### src/rtl/gate_pkg.sv
// Shared definitions for the gate motor driver: state encoding, direction
// values and the 7-segment glyphs shown on the status display.
package gate_pkg;

  typedef enum logic [2:0] {
    STOPPED = 3'd0,
    CLOSED  = 3'd1,
    OPEN    = 3'd2,
    DEAD    = 3'd3,
    OPENING = 3'd4,
    CLOSING = 3'd5,
    FAULT   = 3'd6
  } state_e;

  localparam logic OPEN_DIR  = 1'b0;
  localparam logic CLOSE_DIR = 1'b1;

  // Active-low {g,f,e,d,c,b,a}
  localparam logic [6:0] SEG_CLOSED = 7'b1000110;
  localparam logic [6:0] SEG_OPEN   = 7'b0001000;
  localparam logic [6:0] SEG_FAULT  = 7'b0000110;
  localparam logic [6:0] SEG_DASH   = 7'b0111111;

  function automatic int max3(input int a, input int b, input int c);
    int m;
    m = a;
    if (b > m) m = b;
    if (c > m) m = c;
    return m;
  endfunction

endpackage

### src/rtl/gate_motor_driver_sync_edge.sv
// Two-flop synchroniser for an asynchronous input followed by a rising-edge
// detector producing a single-cycle pulse in the clock domain.
module sync_edge (
  input  logic clk,
  input  logic rst,
  input  logic d_i,
  output logic rise_o
);

  logic meta_q;
  logic sync_q;
  logic prev_q;

  always_ff @(posedge clk or posedge rst) begin
    if (rst) begin
      meta_q <= 1'b0;
      sync_q <= 1'b0;
      prev_q <= 1'b0;
    end else begin
      meta_q <= d_i;
      sync_q <= meta_q;
      prev_q <= sync_q;
    end
  end

  assign rise_o = sync_q & ~prev_q;

endmodule

### src/rtl/gate_motor_driver.sv
// Gate motor controller: button and limit switches in, motor enable and
// direction out, with reversal dead time, travel timeout and auto-close.
module gate_motor_driver
  import gate_pkg::*;
#(
  parameter int TRAVEL_MAX  = 5000000,
  parameter int DEAD_CYCLES = 500000,
  parameter int AUTO_CLOSE  = 250000000
) (
  input  logic       clock,
  input  logic       reset,
  input  logic       botao,
  input  logic       aberto,
  input  logic       fechado,
  output logic       motor,
  output logic       sentido,
  output logic       ledVerde,
  output logic       ledVermelho,
  output logic [6:0] display,
  output state_e     dbg_state
);

  localparam int CW = $clog2(max3(TRAVEL_MAX, DEAD_CYCLES, AUTO_CLOSE)) + 1;
  localparam logic [CW-1:0] TRAVEL_LAST = CW'(TRAVEL_MAX - 1);
  localparam logic [CW-1:0] DEAD_LAST   = CW'(DEAD_CYCLES - 1);
  localparam logic [CW-1:0] AUTO_LAST   = CW'((AUTO_CLOSE == 0) ? 0 : AUTO_CLOSE - 1);
  localparam logic [CW-1:0] CNT_SAT     = '1;

  state_e        state_q, state_d;
  logic          dir_q, dir_d;
  logic [CW-1:0] cnt_q, cnt_d;
  logic [1:0]    lim_meta_q, lim_sync_q;
  logic          press;
  logic          lim_open, lim_closed;
  logic          auto_due;

  sync_edge u_botao_sync (
    .clk    (clock),
    .rst    (reset),
    .d_i    (botao),
    .rise_o (press)
  );

  // Limit switches only need level synchronisation; bit 1 = open, bit 0 = closed
  always_ff @(posedge clock or posedge reset) begin
    if (reset) begin
      lim_meta_q <= 2'b00;
      lim_sync_q <= 2'b00;
    end else begin
      lim_meta_q <= {aberto, fechado};
      lim_sync_q <= lim_meta_q;
    end
  end

  assign lim_open   = lim_sync_q[1];
  assign lim_closed = lim_sync_q[0];
  assign auto_due   = (AUTO_CLOSE != 0) && (cnt_q == AUTO_LAST);

  always_ff @(posedge clock or posedge reset) begin
    if (reset) begin
      state_q <= STOPPED;
      dir_q   <= CLOSE_DIR;
      cnt_q   <= '0;
    end else begin
      state_q <= state_d;
      dir_q   <= dir_d;
      cnt_q   <= cnt_d;
    end
  end

  // Branch order inside each state encodes event priority: limit, press, timeout
  always_comb begin
    state_d = state_q;
    dir_d   = dir_q;
    if (lim_open && lim_closed) begin
      state_d = FAULT;
    end else begin
      case (state_q)
        STOPPED: begin
          if (lim_closed)    state_d = CLOSED;
          else if (lim_open) state_d = OPEN;
          else if (press) begin
            state_d = DEAD;
            dir_d   = CLOSE_DIR;
          end
        end
        CLOSED: begin
          if (press) begin
            state_d = DEAD;
            dir_d   = OPEN_DIR;
          end
        end
        OPEN: begin
          if (press || auto_due) begin
            state_d = DEAD;
            dir_d   = CLOSE_DIR;
          end
        end
        DEAD: begin
          if (cnt_q == DEAD_LAST) state_d = (dir_q == CLOSE_DIR) ? CLOSING : OPENING;
          else if (press)         dir_d   = ~dir_q;
        end
        OPENING: begin
          if (lim_open) state_d = OPEN;
          else if (press) begin
            state_d = DEAD;
            dir_d   = CLOSE_DIR;
          end else if (cnt_q == TRAVEL_LAST) state_d = FAULT;
        end
        CLOSING: begin
          if (lim_closed) state_d = CLOSED;
          else if (press) begin
            state_d = DEAD;
            dir_d   = OPEN_DIR;
          end else if (cnt_q == TRAVEL_LAST) state_d = FAULT;
        end
        FAULT:   state_d = FAULT;
        default: state_d = STOPPED;
      endcase
    end
  end

  // One counter serves dead time, travel time and open time; restarts on any state change
  always_comb begin
    cnt_d = cnt_q;
    if (state_d != state_q)  cnt_d = '0;
    else if (cnt_q != CNT_SAT) cnt_d = cnt_q + CW'(1);
  end

  always_comb begin
    motor       = 1'b0;
    sentido     = OPEN_DIR;
    ledVerde    = 1'b0;
    ledVermelho = 1'b0;
    display     = SEG_DASH;
    case (state_q)
      CLOSED: display = SEG_CLOSED;
      OPEN:   display = SEG_OPEN;
      OPENING: begin
        motor    = 1'b1;
        sentido  = OPEN_DIR;
        ledVerde = 1'b1;
      end
      CLOSING: begin
        motor       = 1'b1;
        sentido     = CLOSE_DIR;
        ledVermelho = 1'b1;
      end
      FAULT: begin
        ledVermelho = 1'b1;
        display     = SEG_FAULT;
      end
      default: ;
    endcase
  end

  assign dbg_state = state_q;

endmodule

### config.mk
export PLATFORM = sky130hd
export DESIGN_NAME = gate_motor_driver
export DESIGN_NICKNAME = d
export VERILOG_FILES = /design/src/rtl/gate_pkg.sv /design/src/rtl/gate_motor_driver_sync_edge.sv /design/src/rtl/gate_motor_driver.sv
export SDC_FILE = /design/constraint.sdc
export NUM_CORES = 1
export LEC_CHECK = 0
export ABC_AREA = 1
export BUFFER_PORTS_ARGS = -buffer_cell sky130_fd_sc_hd__buf_2
export CAP_MARGIN = 25
export CORE_MARGIN = 10
export CORE_UTILIZATION = 50
export CTS_CLUSTER_DIAMETER = 30
export CTS_CLUSTER_SIZE = 14
export DETAILED_ROUTE_END_ITERATION = 12
export PLACE_DENSITY = 0.68
export SLEW_MARGIN = 20
export SYNTH_ARGS = -nofsm -noshare
export SYNTH_HDL_FRONTEND = slang
export SYNTH_SLANG_ARGS = --single-unit
export TNS_END_PERCENT = 20
### constraint.sdc
create_clock -name clock -period 3.2 [get_ports clock]
set_input_delay 0.16 -clock clock [delete_from_list [all_inputs] [get_ports clock]]
set_output_delay 0.16 -clock clock [all_outputs]
set_load 0.02 [all_outputs]
Word level (Yosys, flattened, before mapping):

Cells that the tools add are included.

* register bits: 40
* output and inout port bits: 14

* $add $sub $neg: 1
* equality and inequality tests: 16
* multiplexer cells: 28
* bitwise logic cells: 4
* reduce and logical (&&, ||, !) cells: 8

Operators with widths (count)
* 2-to-1 mux 29 bit: 2
* 2-to-1 mux 3 bit: 10
* adder 29 x 1 -> 29 bit (second input constant): 1
* == test 29 x 19 -> 1 bit (second input constant): 1
* == test 29 x 23 -> 1 bit (second input constant): 1
* == test 29 x 28 -> 1 bit (second input constant): 1
* inequality test 29 bit (second input constant): 1
* one-hot mux 3 bit (7 select lines): 1
* one-hot mux 7 bit (3 select lines): 1
* 2-to-1 mux 1 bit: 13
* inequality test 2 bit (second input constant): 5
* == test 3 bit (second input constant): 3
* AND reduction 7 bit: 1
* == test 3 x 2 -> 1 bit (second input constant): 2
* one-hot mux 1 bit (6 select lines): 1
* nonzero test 6 bit: 1
* OR reduction 2 bit: 2
* == test 3 x 1 -> 1 bit (second input constant): 1
* logical NOT 3 bit: 1
* inequality test 3 bit: 1
* NOT 1 bit: 3
* nonzero test 2 bit: 1
* AND 1 bit: 1
* logical AND 1 bit: 1
* logical OR 1 bit: 1

Logic depth before layout (Yosys ltp):

Gate-level depths: netlist of run 1.

* word-level depth: 9
* depth in mapped cells: 18
* gate-level depth less buffers: 16

Cells and area by module:

From an unflattened synthesis of run 1, not the netlist that was laid out.

* cell total of the unflattened synthesis: 380
* area total of the unflattened synthesis: 2675.1 um^2

Modules (own cells, without submodules)
* gate_motor_driver: instances 1, cells each 374, area each 2586.2 um^2, seq. area each 927.1 um^2
* sync_edge: instances 1, cells each 6, area each 88.8 um^2, seq. area each 75.1 um^2

Least setup slack after synthesis of run 1:

Ideal clock, no wire load.

* path type: reg2reg
* start point: reg state_q[1] (netlist: dbg_state[1])
* end point: reg cnt_q[18]
* setup time: 124 ps
* arrival time: 2029 ps
* required time: 3076 ps
* setup slack: 1046 ps
* cell stages (with the launch flop): 17
* cell sequence: dfrtp_1 inv_1 nand2_1 nor2_1 inv_1 nand2_1 nor2_1 nand2_1 nor2_1 nand2_1 nand2_1 nand2_1 nand2_1 nand3_2 buf_6 buf_12 nor2_4

* word-level cells in the longest chain between the ends: 7
* elaborated cells between the ends (all ways): 21
* those cells by class: 7 x eq/ne; 12 x mux; 2 x reduce/logical

Ends and longest elaborated chain
* start, declared: RTL line gate_motor_driver.sv:29 `state_e state_q, state_d;`
* start signal, assigned: RTL line gate_motor_driver.sv:65 `state_q <= state_d;`
* 2-to-1 mux 3 bit (on tied branches)
* 2-to-1 mux 3 bit (on tied branches): RTL line gate_motor_driver.sv:105, gate_motor_driver.sv:81
* 2-to-1 mux 3 bit (on tied branches): RTL line gate_motor_driver.sv:111, gate_motor_driver.sv:80, gate_motor_driver.sv:104
* one-hot mux 3 bit (7 select lines): RTL line gate_motor_driver.sv:78 `case (state_q)`
* 2-to-1 mux 3 bit: RTL line gate_motor_driver.sv:75 `if (lim_open && lim_closed) begin`
* inequality test 3 bit (*): RTL line gate_motor_driver.sv:126 `if (state_d != state_q) cnt_d = '0;`
* 2-to-1 mux 29 bit or nonzero test 2 bit (tied branches)
* end signal, assigned: RTL line gate_motor_driver.sv:67 `cnt_q <= cnt_d;`
* end, declared: RTL line gate_motor_driver.sv:31 `logic [CW-1:0] cnt_q, cnt_d;`

Mark *: on every way between the ends. The rest lies on a longest branch, timed or not.
A chain may end at the register's enable or synchronous reset.

Final worst setup path of run 1:

* start point: reg cnt_q[0]
* end point: reg cnt_q[19]

* word-level cells in the longest chain between the ends: 8
* elaborated cells between the ends (all ways): 18
* those cells by class: 1 x add/sub; 5 x eq/ne; 10 x mux; 2 x reduce/logical

Ends and longest elaborated chain
* == test 29 x 23 -> 1 bit: RTL line gate_motor_driver.sv:108, gate_motor_driver.sv:115
* 2-to-1 mux 3 bit: RTL line gate_motor_driver.sv:108, gate_motor_driver.sv:115
* 2-to-1 mux 3 bit: RTL line gate_motor_driver.sv:105 `else if (press) begin`
* 2-to-1 mux 3 bit (on tied branches): RTL line gate_motor_driver.sv:111, gate_motor_driver.sv:104
* one-hot mux 3 bit (7 select lines): RTL line gate_motor_driver.sv:78
* 2-to-1 mux 3 bit: RTL line gate_motor_driver.sv:75
* inequality test 3 bit: RTL line gate_motor_driver.sv:126
* 2-to-1 mux 29 bit or nonzero test 2 bit (tied branches)

Several ways; a longest one is shown, not always the timed one. The select of a mux whose other input is x is not followed.

==> results by group, run 1 <==
Outcome
  – Run status: complete, no violations

Clock network
  – H-tree depth: 2
  – Clock tree sinks: 40
  – Clock tree from TritonCTS: done
  – Clock edge transition at the registers on the reported setup and hold paths: approximately 0.08 ns
  – Buffers inserted by post-CTS timing repair: 0
  – Clock latency on the worst-skew pair: roughly 0.3 ns
  – Clock Root Buffer: sky130_fd_sc_hd__clkbuf_8
  – Bufs on Longest Clock Path: 2
  – Total CTS buffers: 5

Worst setup path
  – Cells traversed along the worst timing path: ha_1 -> nand2_1 -> nor2_4 -> nand2_1 -> nor2_2 -> nand3_1 -> inv_1 -> nand4_1 -> nand3_1 -> nor2_1 -> xor2_1 -> nor2_4
  – Type of the worst setup path: reg2reg
  – Setup slack on the worst flop-to-flop path: slightly above 0.6 ns
  – Worst path top cell family by delay: simple AND/OR/NAND/NOR gates
  – Maximum fanout along the worst path: 11
  – Critical path's slowest cell: sky130_fd_sc_hd__nand4_1
  – Signal arrival time at the worst endpoint: about 2.8 ns
  – Required arrival time at the worst endpoint: approximately 3.4 ns
  – Crit path buffers/inverters: 1
  – Biggest cell delay along the critical path: roughly 0.42 ns
  – CP Launch Type: flip-flop
  – Critical path capture point type: flip-flop

Die
  – DIE WIDTH: approximately 94 um
  – Total die area: between 8000 and 9000 um2
  – Standard cell core area: 5240 um2
  – Count of boundary I/O pins: 19
  – Floorplan die height: roughly 94 um
  – Initial Utilization: 0.526
  – Number of cell rows: 26

Final layout
  – Area growth from synthesis to layout: 10.5%
  – Final layout net count: approximately 440
  – Most frequent standard cell in the layout excluding fill and tap cells: sky130_fd_sc_hd__nand2_1
  – Fraction of layout instances using a drive strength above 1: 0.120
  – Number of filler cells placed in the layout: slightly above 500
  – Non-Filler Instances: 504
  – Diode count: 0
  – Post-Layout Inst Area: 3040 um2
  – Most frequent cells in the layout: sky130_fd_sc_hd__nand2_1, sky130_fd_sc_hd__nor2_1, sky130_fd_sc_hd__inv_1
  – Area occupied by multi-input gates: around 1400 um2
  – Area taken by flip-flops and latches: 1000 um2

Global routing
  – Antenna violations before repair: 0
  – Vias in the first global route: around 2400
  – Final global-route overflow total: 0
  – Total global routing track utilization: 0.149
  – Largest net degree at the start of global routing: 41
  – Global-route wire length before repair: approximately 11 mm

Synthesis
  – Post-Syn Nets: approximately 420
  – Post-synthesis cell type with the largest combined area: sky130_fd_sc_hd__dfrtp_1
  – Area fraction of the dominant cell type after synthesis: 0.355
  – Cell variety after synth: 32
  – Synth Register Bits: 40
  – Ranking of synthesized cells by area: sky130_fd_sc_hd__dfrtp_1, sky130_fd_sc_hd__nand2_1, sky130_fd_sc_hd__nor2_1, sky130_fd_sc_hd__inv_1, sky130_fd_sc_hd__nand3_1
  – Gate count after technology mapping: 410
  – Post-synthesis cell area: 2750 um2
  – Yosys synthesis warning count: 0
  – Average cell area after synthesis: 6.71 um2
  – Share of the yosys chip area belonging to registers: 0.364

STA
  – Tmin final: approximately 2.6 ns
  – Final hold viol count: 0
  – Worst slew margin relative to its limit: 0.650
  – Final clock skew: between 0.007 and 0.008 ns
  – Actual slew at the worst max-slew pin: ~0.52 ns
  – Peak Freq: between 300 and 400 MHz
  – RSZ-0062 raised after global routing: no
  – Total count of max-transition violations in the final report: 0
  – Setup TNS after final layout: 0 ns
  – Period Utilization, post-route: 0.810
  – Endpoints failing setup: 0
  – Final critical-path setup slack: roughly 0.61 ns

Placed design
  – Final weighted congestion in routability-driven placement: 0.925
  – Port bufs: 18
  – Area of placed instances: between 2000 and 3000 um2
  – Instance count after placement with tap cells included: ~490
  – HPWL after detailed placement: ~4.7 mm
  – Post-Place Worst Slack: around 0.66 ns

Pwr
  – Power per cell area: approximately 570 nW/um2
  – Worst voltage drop across the vdd grid: around 0.31 mV
  – Clock power share: 0.242
  – Switching component of the power: approximately 0.74 mW
  – Lkg Pwr: around 1.4 nW
  – Design internal power: just under 1 mW
  – Share of power burned in combinational logic: 0.417
  – Switching power share of the total: 0.428
  – Sequential fraction of design power: 0.341
  – Post-route total power: between 1.5 and 2 mW

Routing
  – Routed length per instance: 12.1 um
  – Number of iterations in the first detailed-routing pass: 4
  – Iteration-0 DRC Markers: approximately 170
  – Post-route antenna net violation count: 0
  – DR vias/cell: 4.93
  – Vias: 2484
  – DRC: 0
  – Detailed-route wire length: between 6 and 7 mm

Run
  – Number of max-capacitance violations reported: 0

Hold path
  – Worst min-delay path category: reg2reg
[flip-flops by register name, summed over array words and instances (netlist names)]
signal	flops
u_botao_sync.sync_q	1
cnt_q	29
u_botao_sync.meta_q	1
dir_q	1
dbg_state	3
u_botao_sync.prev_q	1
lim_meta_q	2
lim_sync_q	2
[final cells by class]
type	count	share of cell area
clock inverters	3	0.0140
repair buffers	24	0.0519
inverters	69	0.0852
clock buffers	5	0.0226
multi-input cells	293	0.468
flip-flops and latches	40	0.330
well taps	70	0.0288
[routing by layer]
metal  vias to the layer above  wire (um)  track usage
met4                         0         52       0.0392
li1                       1294          -            -
met5                         -          0            0
met1                      1139       2870        0.192
met2                        44       2920        0.248
met3                         7        278       0.0272
[synth_stat cells (all sizes together)]
| cell | number |
|---|---|
| nor3 | 5 |
| xor2 | 14 |
| dfstp | 1 |
| nand2 | 118 |
| o21ai | 3 |
| ha | 1 |
| dfrtp | 39 |
| a21oi | 5 |
| o22ai | 2 |
| o211ai | 1 |
| nor4 | 2 |
| o21bai | 2 |
| clkinv | 1 |
| a21boi | 1 |
| inv | 68 |
| buf | 8 |
| nand4 | 12 |
| xnor2 | 2 |
| nor2 | 92 |
| a31oi | 2 |
| nand3b | 2 |
| or2 | 1 |
| nand3 | 28 |
[power by group through the flow]
stage | clock network, mW | registers (mW) | logic (mW)
2_1_floorplan | 0 | 0.598 | 0.604
6_report | 0.420 | 0.590 | 0.722
5_1_grt | 0.450 | 0.597 | 0.805
3_3_place_gp | 0 | 0.599 | 0.720
4_1_cts | 0.435 | 0.591 | 0.733
3_5_place_dp | 0 | 0.601 | 0.726
[logic make-up after synthesis]
| kind of cell | Yosys count | synth area share |
|---|---|---|
| buffers and inverters | 77 | 0.119 |
| XOR/XNOR | 16 | 0.0509 |
| AND/OR/NAND/NOR | 260 | 0.427 |
| adder cells (fa/ha/maj) | 1 | 0.00454 |
| AO/OA/AOI/OAI | 16 | 0.0345 |
| flip-flops | 40 | 0.364 |
[final timing paths]
check,start,depth (start not counted),end
max,cnt_q[0]$_DFFE_PP0P_,12,cnt_q[19]$_DFFE_PP0P_
min,lim_meta_q[1]$_DFF_PP0_,0,lim_sync_q[1]$_DFF_PP0_
max reg2reg,cnt_q[0]$_DFFE_PP0P_,12,cnt_q[19]$_DFFE_PP0P_
min reg2reg,lim_meta_q[1]$_DFF_PP0_,0,lim_sync_q[1]$_DFF_PP0_
max in group asynchronous,reset,4,dir_q$_DFFE_PP1P_
min in group asynchronous,reset,4,u_botao_sync.meta_q$_DFF_PP0_
[per-stage QoR]
stage                     hold slack, ns  utilization
after floorplan                    0.191            -
after global placement             0.268        0.552
after detailed placement           0.270        0.552
after CTS                          0.359        0.581
after global routing               0.372        0.581
final                              0.355        0.581
[what timing repair did]
action                                 4_1_cts  5_1_grt
endpoints found under the hold margin       24        0
hold buffers                                 4        0
resized for setup                            0        0
Power figures use the tool's default switching activity.
==> inputs of run 2 (changes only) <==
--- a/config.mk
+++ b/config.mk
@@ -13,7 +13,7 @@
 export CTS_CLUSTER_DIAMETER = 30
 export CTS_CLUSTER_SIZE = 14
 export DETAILED_ROUTE_END_ITERATION = 12
-export PLACE_DENSITY = 0.68
+export PLACE_DENSITY = 0.71
 export SLEW_MARGIN = 20
 export SYNTH_ARGS = -nofsm -noshare
 export SYNTH_HDL_FRONTEND = slang
==> constraint.sdc (replaced) <==
create_clock -name clock -period 2.15 [get_ports clock]
set_input_delay 0.1075 -clock clock [delete_from_list [all_inputs] [get_ports clock]]
set_output_delay 0.1075 -clock clock [all_outputs]
set_load 0.02 [all_outputs]
==> run 2 against run 1 <==
  * The run now ends with setup timing left
  * Register-to-register slack got worse by 0.67 ns
  * Routed wire length grew 14%
  * Die area did not move
  * Largest power group unchanged
  * Highest routed layer unchanged
==> results by group, run 2 (synthesis results as in run 1) <==
Final layout
  – Largest register FFs: 29
  – Most frequent standard cell in the layout excluding fill and tap cells: sky130_fd_sc_hd__nand2_1
  – Diode count: 0
  – Post-route core utilization: 0.641
  – Non-Filler Instances: between 500 and 600
  – Most frequent cells in the layout: sky130_fd_sc_hd__nand2_1, sky130_fd_sc_hd__inv_1, sky130_fd_sc_hd__nor2_1
  – Area growth from synthesis to layout: 22.0%
  – Final layout net count: ~460
  – Area occupied by multi-input gates: 1550 um2
  – Fraction of layout instances using a drive strength above 1: 0.219
  – Area taken by flip-flops and latches: roughly 1000 um2
  – Number of filler cells placed in the layout: 470
  – Largest reg by FF count: cnt_q

Worst setup path
  – Cell type with the highest occurrence count on the critical path: sky130_fd_sc_hd__nand2_1
  – Signal arrival time at the worst endpoint: between 2 and 2.5 ns
  – Setup slack on the worst flop-to-flop path: -0.06 ns
  – Critical path's slowest cell: sky130_fd_sc_hd__dfrtp_1
  – Register-to-Register Path Depth: 16
  – CP Launch Type: flip-flop
  – End of the critical path: cnt_q[22]$_DFFE_PP0P_
  – Required arrival time at the worst endpoint: between 2 and 2.5 ns
  – Crit path buffers/inverters: 2
  – Worst path top cell family by delay: simple AND/OR/NAND/NOR gates
  – Type of the worst setup path: reg2reg
  – R2R Path Start: cnt_q[1]$_DFFE_PP0P_
  – Crit path depth: 16
  – Maximum fanout along the worst path: 7
  – Biggest cell delay along the critical path: 0.38 ns
  – Worst setup path start: cnt_q[1]$_DFFE_PP0P_
  – Cells traversed along the worst timing path: ha_2 -> nand2_2 -> nor2_4 -> nand3_2 -> nor2_4 -> nand3_2 -> nand2_1 -> clkinv_1 -> nor2_1 -> nand2_1 -> nand2_1 -> nand2_1 -> nand2_2 -> nand3_4 -> clkbuf_16 -> nor2_4
  – Critical R2R Capture: cnt_q[22]$_DFFE_PP0P_
  – Critical path capture point type: flip-flop

Die
  – Initial Utilization: 0.526
  – Number of cell rows: 26
  – Standard cell core area: 5240 um2
  – Count of boundary I/O pins: 19
  – DIE WIDTH: ~94 um
  – Floorplan die height: roughly 94 um
  – Total die area: approximately 8900 um2

STA
  – Total count of max-transition violations in the final report: 0
  – Final hold viol count: 0
  – Final critical-path setup slack: -0.0563 ns
  – Worst slew margin relative to its limit: 0.647
  – Period Utilization, post-route: 1.03
  – Endpoints failing setup: 29
  – RSZ-0062 raised after global routing: yes
  – Hold WS: 0.361 ns
  – Actual slew at the worst max-slew pin: approximately 0.53 ns
  – Final clock skew: 0.00953 ns
  – Tmin final: approximately 2.2 ns
  – Peak Freq: around 450 MHz

Pwr
  – Worst voltage drop across the vdd grid: a little over 0.5 mV
  – Clock power share: 0.214
  – Sequential fraction of design power: 0.279
  – Switching component of the power: 1.31 mW
  – Power per cell area: 904 nW/um2
  – Design internal power: ~1.7 mW
  – Lkg Pwr: 1.54 nW
  – Switching power share of the total: 0.432
  – Share of power burned in combinational logic: 0.507
  – Post-route total power: a little over 3 mW

Clock network
  – Total CTS buffers: 5
  – Clock tree sinks: 40
  – Clock edge transition at the registers on the reported setup and hold paths: 0.09 ns
  – Clock tree from TritonCTS: done
  – Clock latency on the worst-skew pair: 0.31 ns
  – Clock Root Buffer: sky130_fd_sc_hd__clkbuf_8
  – H-tree depth: 2
  – Bufs on Longest Clock Path: 2

Global routing
  – Antenna violations before repair: 0
  – Total global routing track utilization: 0.156
  – Vias in the first global route: between 2000 and 3000
  – Global-route wire length before repair: ~11 mm
  – Largest net degree at the start of global routing: between 40 and 50
  – Final global-route overflow total: 0

Routing
  – Routed length per instance: about 13 um
  – DRC: 0
  – DR vias/cell: between 4 and 5
  – Post-route antenna net violation count: 0
  – Iteration-0 DRC Markers: approximately 250
  – Number of iterations in the first detailed-routing pass: 5
  – Vias: approximately 2600
  – Detailed-route wire length: 6.97 mm

Outcome
  – Run status: finished, violations left
  – Violated checks: setup timing

Placed design
  – Port bufs: 18
  – Final weighted congestion in routability-driven placement: ~0.99
  – Instance count after placement with tap cells included: a little over 500
  – HPWL after detailed placement: 4.93 mm

Hold path
  – Worst min-delay path category: reg2reg

Run
  – Number of max-capacitance violations reported: 0
## run 2: changes by cell type in the layout (fill, tap and decap cells not counted), moves of 2 or more
cell / delta
sky130_fd_sc_hd__nand3_1: -3
sky130_fd_sc_hd__nor2_2: +13
sky130_fd_sc_hd__nor2_1: -20
sky130_fd_sc_hd__nor2_4: +7
sky130_fd_sc_hd__buf_4: +16
sky130_fd_sc_hd__nand2_1: -3
sky130_fd_sc_hd__nand3_2: +2
sky130_fd_sc_hd__clkbuf_16: +2
sky130_fd_sc_hd__nand2_2: +3
## run 2: layout make-up
| cell class | count | share of cell area |
|---|---|---|
| multi-input combinational | 293 | 0.461 |
| sequential | 40 | 0.298 |
| timing repair buffer | 43 | 0.104 |
| inverter | 69 | 0.0771 |
| tap | 70 | 0.0261 |
| clock buffer | 5 | 0.0205 |
| clock inverter | 3 | 0.0138 |
## run 2: per-layer routing
| metal | GRT usage | part of all wire | vias up | wire, um |
|---|---|---|---|---|
| li1 | - | - | 1331 | - |
| met1 | 0.200 | 0.45 | 1217 | 3140 |
| met2 | 0.261 | 0.49 | 54 | 3420 |
| met3 | 0.0296 | 0.042 | 11 | 290 |
| met4 | 0.0392 | 0.016 | 0 | 113 |
| met5 | 0 | 0 | - | 0 |
## run 2: through the flow
stage / setup TNS, ns / setup slack, ns / instance area, um2
2_1_floorplan: 0 / 0.0519 / 2760
3_3_place_gp: 0 / 0.0655 / 3020
3_5_place_dp: 0 / 0.0360 / 3020
4_1_cts: 0 / 0.0135 / 3180
5_1_grt: -6.80 / -0.267 / 3360
6_report: -1.00 / -0.0563 / 3360
## run 2: worst min-delay path by stage
stage                                              from                       endpoint  slack, ns  cells past startpoint
after floorplan                                 fechado        lim_meta_q[0]$_DFF_PP0_       0.14                      0
after global placement                          fechado        lim_meta_q[0]$_DFF_PP0_       0.22                      1
after detailed placement                          botao  u_botao_sync.meta_q$_DFF_PP0_       0.22                      1
after CTS                       lim_meta_q[0]$_DFF_PP0_        lim_sync_q[0]$_DFF_PP0_       0.36                      0
after global routing      u_botao_sync.meta_q$_DFF_PP0_  u_botao_sync.sync_q$_DFF_PP0_       0.37                      0
final                           lim_meta_q[0]$_DFF_PP0_        lim_sync_q[0]$_DFF_PP0_       0.36                      0
## run 2: power by group through the flow
| stage | Clock [mW] | Combinational, mW | Sequential [mW] |
|---|---|---|---|
| 3_3_place_gp | 0 | 1.21 | 0.860 |
| 6_report | 0.649 | 1.54 | 0.849 |
| 3_5_place_dp | 0 | 1.22 | 0.861 |
| 2_1_floorplan | 0 | 0.902 | 0.890 |
| 4_1_cts | 0.660 | 1.23 | 0.847 |
| 5_1_grt | 0.686 | 1.67 | 0.856 |
## run 2: what timing repair did
item	CTS	global route
resized for setup	0	35
buffers inserted	0	1
hold buffers	4	0
setup endpoints to repair	0	29
hold endpoints to repair	42	0
## run 2: worst reg2reg max path: cells and delay by family (launching register included)
kind,cells,cell delay [ns]
AND/OR/NAND/NOR,13,1.28
flip-flops,1,0.38
buffers and inverters,2,0.27
adder cells (fa/ha/maj),1,0.20
